<file path="src/rtl/imem_fetch_ctrl_pkg.sv">
// Shared types and constants for the instruction-fetch controller.
// The fetch FSM has two states; widths here are fixed by the memory and consumer bus.
package imem_fetch_ctrl_pkg;

    localparam int PC_W_DEF = 8;
    localparam int INST_W   = 32;
    localparam int IADDR_W  = 6;
    localparam int FCNT_W   = 16;

    typedef enum logic {
        ST_IDLE = 1'b0,
        ST_RUN  = 1'b1
    } fetch_state_t;

    function automatic logic [FCNT_W-1:0] sat_inc(input logic [FCNT_W-1:0] v);
        return (&v) ? v : v + 1'b1;
    endfunction

endpackage

</file>
<file path="src/rtl/imem_fetch_ctrl_if.sv">
// Control, memory and consumer signals of the fetch controller.
// The slave modport is the controller's view; master is the driver/consumer side.
interface imem_fetch_ctrl_if #(
    parameter int PC_W = imem_fetch_ctrl_pkg::PC_W_DEF
);
    import imem_fetch_ctrl_pkg::*;

    logic                start;
    logic [PC_W-1:0]     start_pc;
    logic                halt;
    logic                redirect;
    logic [PC_W-1:0]     redirect_pc;
    logic [IADDR_W-1:0]  imem_addr;
    logic [INST_W-1:0]   imem_data;
    logic                inst_valid;
    logic                inst_ready;
    logic [INST_W-1:0]   inst_data;
    logic [PC_W-1:0]     inst_pc;
    logic                busy;
    logic [FCNT_W-1:0]   fetch_count;

    modport slave (
        input  start, start_pc, halt, redirect, redirect_pc, imem_data, inst_ready,
        output imem_addr, inst_valid, inst_data, inst_pc, busy, fetch_count
    );

    modport master (
        output start, start_pc, halt, redirect, redirect_pc, imem_data, inst_ready,
        input  imem_addr, inst_valid, inst_data, inst_pc, busy, fetch_count
    );

endinterface

</file>
<file path="src/rtl/imem_fetch_ctrl_fifo.sv">
// Small fetch queue holding {pc, instruction} pairs; flush beats push and pop.
// Head outputs read as zero while the queue is empty.
module fetch_fifo #(
    parameter int DEPTH  = 2,
    parameter int PC_W   = 8,
    parameter int DATA_W = 32,
    localparam int PTR_W = (DEPTH > 1) ? $clog2(DEPTH) : 1,
    localparam int CNT_W = $clog2(DEPTH) + 1
) (
    input  logic              i_clk,
    input  logic              i_reset,
    input  logic              i_push,
    input  logic              i_pop,
    input  logic              i_flush,
    input  logic [PC_W-1:0]   i_pc,
    input  logic [DATA_W-1:0] i_data,
    output logic [CNT_W-1:0]  o_count,
    output logic              o_full,
    output logic [PC_W-1:0]   o_head_pc,
    output logic [DATA_W-1:0] o_head_data
);

    logic [PC_W-1:0]   r_pc_mem   [DEPTH];
    logic [DATA_W-1:0] r_data_mem [DEPTH];
    logic [PTR_W-1:0]  r_wr_ptr;
    logic [PTR_W-1:0]  r_rd_ptr;
    logic [CNT_W-1:0]  r_count;
    logic              w_empty;
    logic              w_do_pop;
    logic              w_do_push;

    assign w_empty   = (r_count == '0);
    assign o_full    = (r_count == CNT_W'(DEPTH));
    assign w_do_pop  = i_pop && !w_empty && !i_flush;
    // A pop in the same cycle frees the slot, so a full queue can still accept.
    assign w_do_push = i_push && !i_flush && (!o_full || w_do_pop);

    always_ff @(posedge i_clk or posedge i_reset) begin
        if (i_reset) begin
            r_wr_ptr <= '0;
            r_rd_ptr <= '0;
            r_count  <= '0;
        end else if (i_flush) begin
            r_wr_ptr <= '0;
            r_rd_ptr <= '0;
            r_count  <= '0;
        end else begin
            if (w_do_push) r_wr_ptr <= r_wr_ptr + 1'b1;
            if (w_do_pop)  r_rd_ptr <= r_rd_ptr + 1'b1;
            r_count <= r_count + CNT_W'(w_do_push) - CNT_W'(w_do_pop);
        end
    end

    always_ff @(posedge i_clk) begin
        if (w_do_push) begin
            r_pc_mem[r_wr_ptr]   <= i_pc;
            r_data_mem[r_wr_ptr] <= i_data;
        end
    end

    assign o_count     = r_count;
    assign o_head_pc   = w_empty ? '0 : r_pc_mem[r_rd_ptr];
    assign o_head_data = w_empty ? '0 : r_data_mem[r_rd_ptr];

endmodule

</file>
<file path="src/rtl/imem_fetch_ctrl.sv">
// Instruction-fetch controller: IDLE/RUN FSM, program counter, fetch counter,
// and a fetch queue feeding the consumer with one-cycle fetch latency.
module imem_fetch_ctrl
    import imem_fetch_ctrl_pkg::*;
#(
    parameter int PC_W  = PC_W_DEF,
    parameter int DEPTH = 2
) (
    input  logic             i_clk,
    input  logic             i_reset,
    imem_fetch_ctrl_if.slave bus
);

    localparam int CNT_W = $clog2(DEPTH) + 1;

    fetch_state_t      r_state;
    fetch_state_t      w_state_nxt;
    logic [PC_W-1:0]   r_pc;
    logic [PC_W-1:0]   w_pc_nxt;
    logic [FCNT_W-1:0] r_fetch_cnt;
    logic              w_push;
    logic              w_flush;
    logic              w_pop;
    logic              w_full;
    logic [CNT_W-1:0]  w_count;
    logic [PC_W-1:0]   w_head_pc;
    logic [INST_W-1:0] w_head_data;

    assign w_pop = bus.inst_valid && bus.inst_ready;

    // Priority: halt > redirect > start; start only matters in IDLE.
    always_comb begin
        w_state_nxt = r_state;
        w_pc_nxt    = r_pc;
        w_push      = 1'b0;
        w_flush     = 1'b0;
        if (bus.halt) begin
            w_state_nxt = ST_IDLE;
            w_flush     = 1'b1;
        end else if (bus.redirect) begin
            w_flush  = 1'b1;
            w_pc_nxt = {bus.redirect_pc[PC_W-1:2], 2'b00};
        end else if (r_state == ST_IDLE) begin
            if (bus.start) begin
                w_state_nxt = ST_RUN;
                w_pc_nxt    = {bus.start_pc[PC_W-1:2], 2'b00};
            end
        end else if (!w_full || w_pop) begin
            w_push   = 1'b1;
            w_pc_nxt = r_pc + PC_W'(4);
        end
    end

    always_ff @(posedge i_clk or posedge i_reset) begin
        if (i_reset) begin
            r_state     <= ST_IDLE;
            r_pc        <= '0;
            r_fetch_cnt <= '0;
        end else begin
            r_state <= w_state_nxt;
            r_pc    <= w_pc_nxt;
            if (w_push) r_fetch_cnt <= sat_inc(r_fetch_cnt);
        end
    end

    fetch_fifo #(
        .DEPTH  (DEPTH),
        .PC_W   (PC_W),
        .DATA_W (INST_W)
    ) u_fifo (
        .i_clk       (i_clk),
        .i_reset     (i_reset),
        .i_push      (w_push),
        .i_pop       (w_pop),
        .i_flush     (w_flush),
        .i_pc        (r_pc),
        .i_data      (bus.imem_data),
        .o_count     (w_count),
        .o_full      (w_full),
        .o_head_pc   (w_head_pc),
        .o_head_data (w_head_data)
    );

    // Word address is pc[7:2]; narrower pcs are zero-extended.
    if (PC_W >= 8) begin : g_addr_wide
        assign bus.imem_addr = r_pc[7:2];
    end else begin : g_addr_narrow
        assign bus.imem_addr = IADDR_W'(r_pc[PC_W-1:2]);
    end

    assign bus.inst_valid  = (w_count != '0);
    assign bus.inst_pc     = w_head_pc;
    assign bus.inst_data   = w_head_data;
    assign bus.busy        = (r_state == ST_RUN);
    assign bus.fetch_count = r_fetch_cnt;

endmodule

</file>
<file path="src/flat_wrapper.sv">
// flat-port wrapper written by rule: the top's interface ports become plain ports
module imem_fetch_ctrl_flat import imem_fetch_ctrl_pkg::*;
#(
    parameter int PC_W  = PC_W_DEF,
    parameter int DEPTH = 2
)
  (i_clk, i_reset, bus_start, bus_start_pc, bus_halt, bus_redirect, bus_redirect_pc, bus_imem_data, bus_inst_ready, bus_imem_addr, bus_inst_valid, bus_inst_data, bus_inst_pc, bus_busy, bus_fetch_count);
  imem_fetch_ctrl_if #(.PC_W(PC_W)) bus_i ();
  input  logic i_clk;
  input  logic i_reset;
  input wire logic [$bits(bus_i.start)-1:0] bus_start;
  input wire logic [$bits(bus_i.start_pc)-1:0] bus_start_pc;
  input wire logic [$bits(bus_i.halt)-1:0] bus_halt;
  input wire logic [$bits(bus_i.redirect)-1:0] bus_redirect;
  input wire logic [$bits(bus_i.redirect_pc)-1:0] bus_redirect_pc;
  input wire logic [$bits(bus_i.imem_data)-1:0] bus_imem_data;
  input wire logic [$bits(bus_i.inst_ready)-1:0] bus_inst_ready;
  output wire logic [$bits(bus_i.imem_addr)-1:0] bus_imem_addr;
  output wire logic [$bits(bus_i.inst_valid)-1:0] bus_inst_valid;
  output wire logic [$bits(bus_i.inst_data)-1:0] bus_inst_data;
  output wire logic [$bits(bus_i.inst_pc)-1:0] bus_inst_pc;
  output wire logic [$bits(bus_i.busy)-1:0] bus_busy;
  output wire logic [$bits(bus_i.fetch_count)-1:0] bus_fetch_count;
  assign bus_i.start = bus_start;
  assign bus_i.start_pc = bus_start_pc;
  assign bus_i.halt = bus_halt;
  assign bus_i.redirect = bus_redirect;
  assign bus_i.redirect_pc = bus_redirect_pc;
  assign bus_i.imem_data = bus_imem_data;
  assign bus_i.inst_ready = bus_inst_ready;
  assign bus_imem_addr = bus_i.imem_addr;
  assign bus_inst_valid = bus_i.inst_valid;
  assign bus_inst_data = bus_i.inst_data;
  assign bus_inst_pc = bus_i.inst_pc;
  assign bus_busy = bus_i.busy;
  assign bus_fetch_count = bus_i.fetch_count;
  imem_fetch_ctrl #(.PC_W(PC_W), .DEPTH(DEPTH)) u_core (.i_clk(i_clk), .i_reset(i_reset), .bus(bus_i));
endmodule
</file>
<file path="config.mk">
export PLATFORM = sky130hd
export DESIGN_NAME = imem_fetch_ctrl_flat
export DESIGN_NICKNAME = d
export VERILOG_FILES = /design/src/rtl/imem_fetch_ctrl_pkg.sv /design/src/rtl/imem_fetch_ctrl_if.sv /design/src/rtl/imem_fetch_ctrl_fifo.sv /design/src/rtl/imem_fetch_ctrl.sv /design/src/flat_wrapper.sv
export SDC_FILE = /design/constraint.sdc
export NUM_CORES = 1
export LEC_CHECK = 0
export ABC_AREA = 1
export CAP_MARGIN = 20
export CORE_MARGIN = 2
export CORE_UTILIZATION = 45
export CTS_CLUSTER_DIAMETER = 80
export DETAILED_ROUTE_END_ITERATION = 8
export PLACE_DENSITY_LB_ADDON = 0.05
export SETUP_SLACK_MARGIN = 0.4
export SLEW_MARGIN = 10
export SYNTH_ARGS = -nofsm -noshare
export SYNTH_HDL_FRONTEND = slang
export SYNTH_SLANG_ARGS = --single-unit
</file>
<file path="constraint.sdc">
create_clock -name i_clk -period 2.7 [get_ports i_clk]
set_input_delay 0.27 -clock i_clk [delete_from_list [all_inputs] [get_ports i_clk]]
set_output_delay 0.27 -clock i_clk [all_outputs]
set_load 0.02 [all_outputs]
</file>
* Word-level counts from Yosys, hierarchy flattened
Memory sizes are Yosys's and may differ from the RTL's.
Cells that the tools add are included.
** Word-level totals
- Flip-flop bits (word level) :: 29
- Bits in writable memories :: 80
- Output and inout bits :: 64
- Word-level logic and storage cells :: 60
- Memories :: 2
** Memory list
- u_core.u_fifo.r_data_mem :: words 2, bits a word 32, rd ports 1, clocked after Yosys merged registers in 0, write ports 1, RTL line imem_fetch_ctrl_fifo.sv:24 : logic [DATA_W-1:0] r_data_mem [DEPTH];
- u_core.u_fifo.r_pc_mem :: words 2, bits a word 8, rd ports 1, clocked after Yosys merged registers in 0, write ports 1, RTL line imem_fetch_ctrl_fifo.sv:23 : logic [PC_W-1:0] r_pc_mem [DEPTH];
** Operators by class
- Add/subtract/negate cells :: 6
- Equal/unequal tests :: 3
- Multiplexer cells :: 23
- Bitwise logic cells :: 2
- Reductions and logical operators :: 18
** Operator list (number)
- $mux 8 :: 5
- $mux 32 :: 1
- $add 16x1->16 const B :: 1
- $mux 1 :: 16
- $reduce_and 16->1 :: 1
- $add 8x3->8 const B :: 1
- $reduce_bool 2->1 :: 3
- $logic_and 1x1->1 :: 5
- $logic_not 1->1 :: 3
- $ne 3x3->1 const B :: 1
- $reduce_and 3->1 :: 1
- $reduce_bool 3->1 :: 1
- $add 1x1->1 const B :: 2
- $add 2x1->2 :: 1
- $eq 2x2->1 const B :: 1
- $logic_not 2->1 :: 1
- $logic_or 1x1->1 :: 2
- $mux 2 :: 1
- $ne 2x2->1 const B :: 1
- $not 1->1 :: 2
- $reduce_and 2->1 :: 1
- $sub 2x1->2 :: 1

* Logic depth before layout (Yosys ltp)
- Depth in word-level cells :: 12
- Gate-level depth with buffers :: 9
- Depth with buffers taken out :: 9

* By module
A second synthesis with hierarchy kept.
** Second synthesis, totals
- Cells, all modules :: 492
- Area total of the unflattened synthesis :: 4899.7 µm²
** By module, submodules not included
- fetch_fifo :: times used 1, cells an instance 255, area each 3345.7 µm²
- imem_fetch_ctrl :: times used 1, cells an instance 237, area each 1554.0 µm²

* Worst setup path before layout
No wires, ideal clock.
- Path kind :: reg-to-reg
- Start point :: register u_core.r_state, in the netlist u_core.bus.busy
- End point :: memory u_core.u_fifo.r_data_mem[0][0] (enable)
- Library setup time :: 433 ps
- Arrival :: 2362 ps
- Data required time :: 2267 ps
- Slack :: -96 ps
- Stages on the path, launching flop included :: 3
- Buffers on the path :: 0
- Cell sequence :: dfrtp_1 > nand3_4 > nor2_1
** On the way
- Word-level cells in the longest chain between the ends :: 7
** RTL lines
- from (decl) :: RTL line imem_fetch_ctrl.sv:16 : fetch_state_t r_state;
- from (signal assigned) :: RTL line imem_fetch_ctrl.sv:60 : r_state <= w_state_nxt;
- $mux 1 :: RTL line imem_fetch_ctrl.sv:43 : end else if (r_state == ST_IDLE) begin
- $mux 1 :: RTL line imem_fetch_ctrl.sv:40 : end else if (bus.redirect) begin
- $mux 1 :: RTL line imem_fetch_ctrl.sv:37 : if (bus.halt) begin
- $logic_and 1x1->1 (2 in a row) :: RTL line imem_fetch_ctrl_fifo.sv:36 : assign w_do_push = i_push && !i_flush && (!o_full || w_do_pop);
- $mux 1 :: RTL line imem_fetch_ctrl_fifo.sv:55 : if (w_do_push) begin
- $mux 1 (implied by the code) :: RTL line imem_fetch_ctrl_fifo.sv:57 : r_data_mem[r_wr_ptr] <= i_data;
- to (decl) :: RTL line imem_fetch_ctrl_fifo.sv:24
Every way passes these cells.

* Worst setup path after layout
- Start point :: register u_core.u_fifo.r_rd_ptr
- End point :: output port bus_inst_pc[2]
** On the way
- Word-level cells in the longest chain between the ends :: 2
** RTL lines
- from (decl) :: RTL line imem_fetch_ctrl_fifo.sv:26 : logic [PTR_W-1:0] r_rd_ptr;
- from (signal assigned) :: RTL line imem_fetch_ctrl_fifo.sv:49 : if (w_do_pop) r_rd_ptr <= r_rd_ptr + 1'b1;
- $mem_v2 2x8
- $mux 8 :: RTL line imem_fetch_ctrl_fifo.sv:62 : assign o_head_pc = w_empty ? '0 : r_pc_mem[r_rd_ptr];
- to (decl) :: RTL line flat_wrapper.sv:21 : output wire logic [$bits(bus_i.inst_pc)-1:0] bus_inst_pc;
Every way passes these cells.

==> flow_metrics.env <==
export IMPL_status="completed"
export IMPL_die_w_um=107
export IMPL_avgRoutedWirePerCell_um=13.7
export IMPL_rsz0062_at_grt="true"
export IMPL_cp_start_kind="flip-flop"
export IMPL_cp_end_kind="primary output"
export IMPL_synth_ff_type="edfxtp_1"
export IMPL_vias=3527
export IMPL_die_height_um=107
export IMPL_synth_area_mux_share_pct=0
export IMPL_arrival_ps=1960
export IMPL_drc=0
export IMPL_antenna_found_initial=0
export IMPL_numCtsBuffers=9
export IMPL_synth_most_common_cell="nand2_1"
export IMPL_final_nets=646
export IMPL_routed_wirelength_um=9970
export IMPL_place_ws_ps=642
export IMPL_syn_area_um2=4740
export IMPL_crit_fanout=38
export IMPL_clock_path_buffers=2
export IMPL_yosys_top_cells_count="nand2_1, edfxtp_1, a21oi_1"
export IMPL_numClockSinks=103
export IMPL_seq_area_frac_synth_pct=62.4
export IMPL_worstSetupPathType="flip-flop to primary output"
export IMPL_synthAdderAreaFrac_pct=1.06
export IMPL_cp_data_required_time_ps=2430
export IMPL_pin_count=118
export IMPL_grt_first_pass_wirelength_um=16000
export IMPL_rows=37
export IMPL_syn_instance_count=472
export IMPL_rr_endpoint="u_core.u_fifo.o_count[1]$_DFF_PP0_"
export IMPL_finish_utilization_pct=60.8
export IMPL_diodes=0
export IMPL_cts_clk_slew_worst_paths_ps=100
export IMPL_max_stage_delay_ps=630
export IMPL_synth_compound_area_share_pct=8.11
export IMPL_grtUsageTotal_pct=17.9
export IMPL_synth_seq_cells=103
export IMPL_dieArea_um2=11400
export IMPL_grt_pass1_vias=3303
export IMPL_avgSynthCellArea_um2=10.0
export IMPL_period_share_pct=82.5
export IMPL_whs_ps=266
export IMPL_synth_xor_area_share_pct=0.924
export IMPL_min_period_ps=2230
export IMPL_yosys_warnings=0
export IMPL_drive_above_1_share_pct=10.6
export IMPL_powerDensity_nw_per_um2=562
export IMPL_cp_slowest_cell="clkdlybuf4s50_1"
export IMPL_drv_cap=0
export IMPL_first_pass_iters=4
export IMPL_detail_route_antenna_nets=0
export IMPL_fin_ws_ps=473
export IMPL_setup_viol=0
export IMPL_gp_congestion=0.789
export IMPL_netlist_top_cells_area="edfxtp_1, dfrtp_1, nand2_1, a21oi_1, nor2_1"
export IMPL_finalHoldViolCount=0
export IMPL_synth_top_family_by_area="simple AND/OR/NAND/NOR gates"
export IMPL_cp_cell_sequence="buf_12, nand2_1, a21oi_1, clkdlybuf4s50_1"
export IMPL_skew_ps=12.4
export IMPL_synth_edf_count=76
export IMPL_synth_area_leader_cell="edfxtp_1"
export IMPL_grt_max_degree=40
export IMPL_synth_cell_types=37
export IMPL_vias_per_cell=4.84
export IMPL_power_w=0.00351
export IMPL_ctsRootBufferMaster="clkbuf_8"
export IMPL_yosys_area_share_simple_pct=22.8
export IMPL_fmax_ghz=0.449
export IMPL_drtIter0Drc=149
export IMPL_grt_overflow=0
export IMPL_r2r_cells=10
export IMPL_async_flop_share_pct=26.2
export IMPL_cts_htree_levels=3
export IMPL_leakage_nw=2.60
export IMPL_port_buffers=111
export IMPL_ff2ff_setup_slack_ps=760
export IMPL_hp_class="input port to asynchronous set/reset pin"
export IMPL_setup_tns_final_ps=0
export IMPL_ir_worst_vdd_uv=376
export IMPL_clk_insertion_delay_late_ps=360
export IMPL_final_max_slew_viol_count=0
export IMPL_yosys_area_top_type_share_pct=48.2
export IMPL_area_growth_synth_to_final_pct=32.0
export IMPL_hpwlAfterDp_um=6640
export IMPL_core_um2=10300
export IMPL_reg2reg_from="u_core.u_fifo.o_count[1]$_DFF_PP0_"
export IMPL_cts_tree="done"
export IMPL_start_util_pct=46.1
## layout by cell type (no fill, tap or decap), types with 3 or more instances in the layout
cell type        instances
edfxtp_1                76
buf_4                    5
dlygate4sd2_1           30
dfrtp_1                 27
buf_12                   4
xor2_1                   3
o21ai_0                  6
o21ai_1                  4
clkbuf_8                 9
nand2_2                  9
ha_1                     4
clkdlybuf4s50_1         81
nand2_1                166
inv_1                   27
a21oi_1                 42
nor2_1                  37
nand4_1                  4
nand3_1                 12
nor2_4                   8
inv_2                    3
o21ai_2                  7
## cells by family (layout without fill, tap and decap cells)
logic type | count (synthesis) | count (layout)
fa+ha+maj | 4 | 4
buf+inv | 48 | 168
xor+xnor | 5 | 5
simple gates | 245 | 245
compound gates | 66 | 66
flops | 103 | 103
other cells | 1 | 2
## worst max path at each step
stage,startpoint,end,slack [ps],cells after the start
6_report,u_core.u_fifo.r_rd_ptr$_DFFE_PP0P_,bus_inst_pc[2],470,4
4_1_cts,u_core.u_fifo.o_count[1]$_DFF_PP0_,bus_inst_valid,410,4
3_5_place_dp,u_core.u_fifo.r_rd_ptr$_DFFE_PP0P_,bus_inst_data[8],640,5
5_1_grt,u_core.u_fifo.r_rd_ptr$_DFFE_PP0P_,bus_inst_pc[6],400,4
3_3_place_gp,u_core.u_fifo.r_rd_ptr$_DFFE_PP0P_,bus_inst_data[8],660,5
2_1_floorplan,u_core.bus.busy$_DFFE_PP0P_,u_core.u_fifo.r_data_mem[0][0]$_DFFE_PP_,-100,2
## worst max-delay path, delay by kind of cell (launching register included)
family / cells / cell delay [ps]
AND/OR/NAND/NOR: 1 / 80
flip-flops: 1 / 470
buffers and inverters: 2 / 870
AO/OA/AOI/OAI: 1 / 180
## flip-flops by register name, summed over array words and instances (netlist names)
register / cells
u_core.u_fifo.r_wr_ptr: 1
u_core.u_fifo.r_pc_mem: 12
u_core.bus.fetch_count: 16
u_core.u_fifo.o_count: 2
u_core.u_fifo.r_rd_ptr: 1
u_core.bus.busy: 1
u_core.r_pc: 6
u_core.u_fifo.r_data_mem: 64
## layer usage
layer	track usage [%]	vias to the layer above	share of wire [%]
met4	5.29	0	0.59
met3	2.74	5	4.5
met1	24.0	1653	45
met2	30.2	80	50
li1	-	1789	-
met5	0	-	0
## power breakdown
| part | switching (W) | internal, W |
|---|---|---|
| registers | 0.000109 | 0.00179 |
| clock network | 0.000568 | 0.000458 |
| logic | 0.000311 | 0.000279 |
## timing repair
item,in CTS,in global routing
setup endpoints to repair,35,9
gates resized for setup,33,2
buffers inserted,0,0
hold buffers,0,0
## layout make-up
type                       instances  area, um^2
fill                             892        4020
sequential                       103        2960
multi-input combinational        322        1580
timing repair buffer             121        1200
tap                              136         170
clock buffer                       9         124
inverter                          31         120
clock inverter                     7        95.1
## through the flow
| stage | area (um^2) | std cells |
|---|---|---|
| after CTS | 6240 | 729 |
| after detailed placement | 6050 | 713 |
| after global placement | 6050 | 713 |
| after floorplan | 4740 | 473 |
| after global routing | 6250 | 729 |
| final | 6250 | 729 |
(Power assumes the default switching activity.)
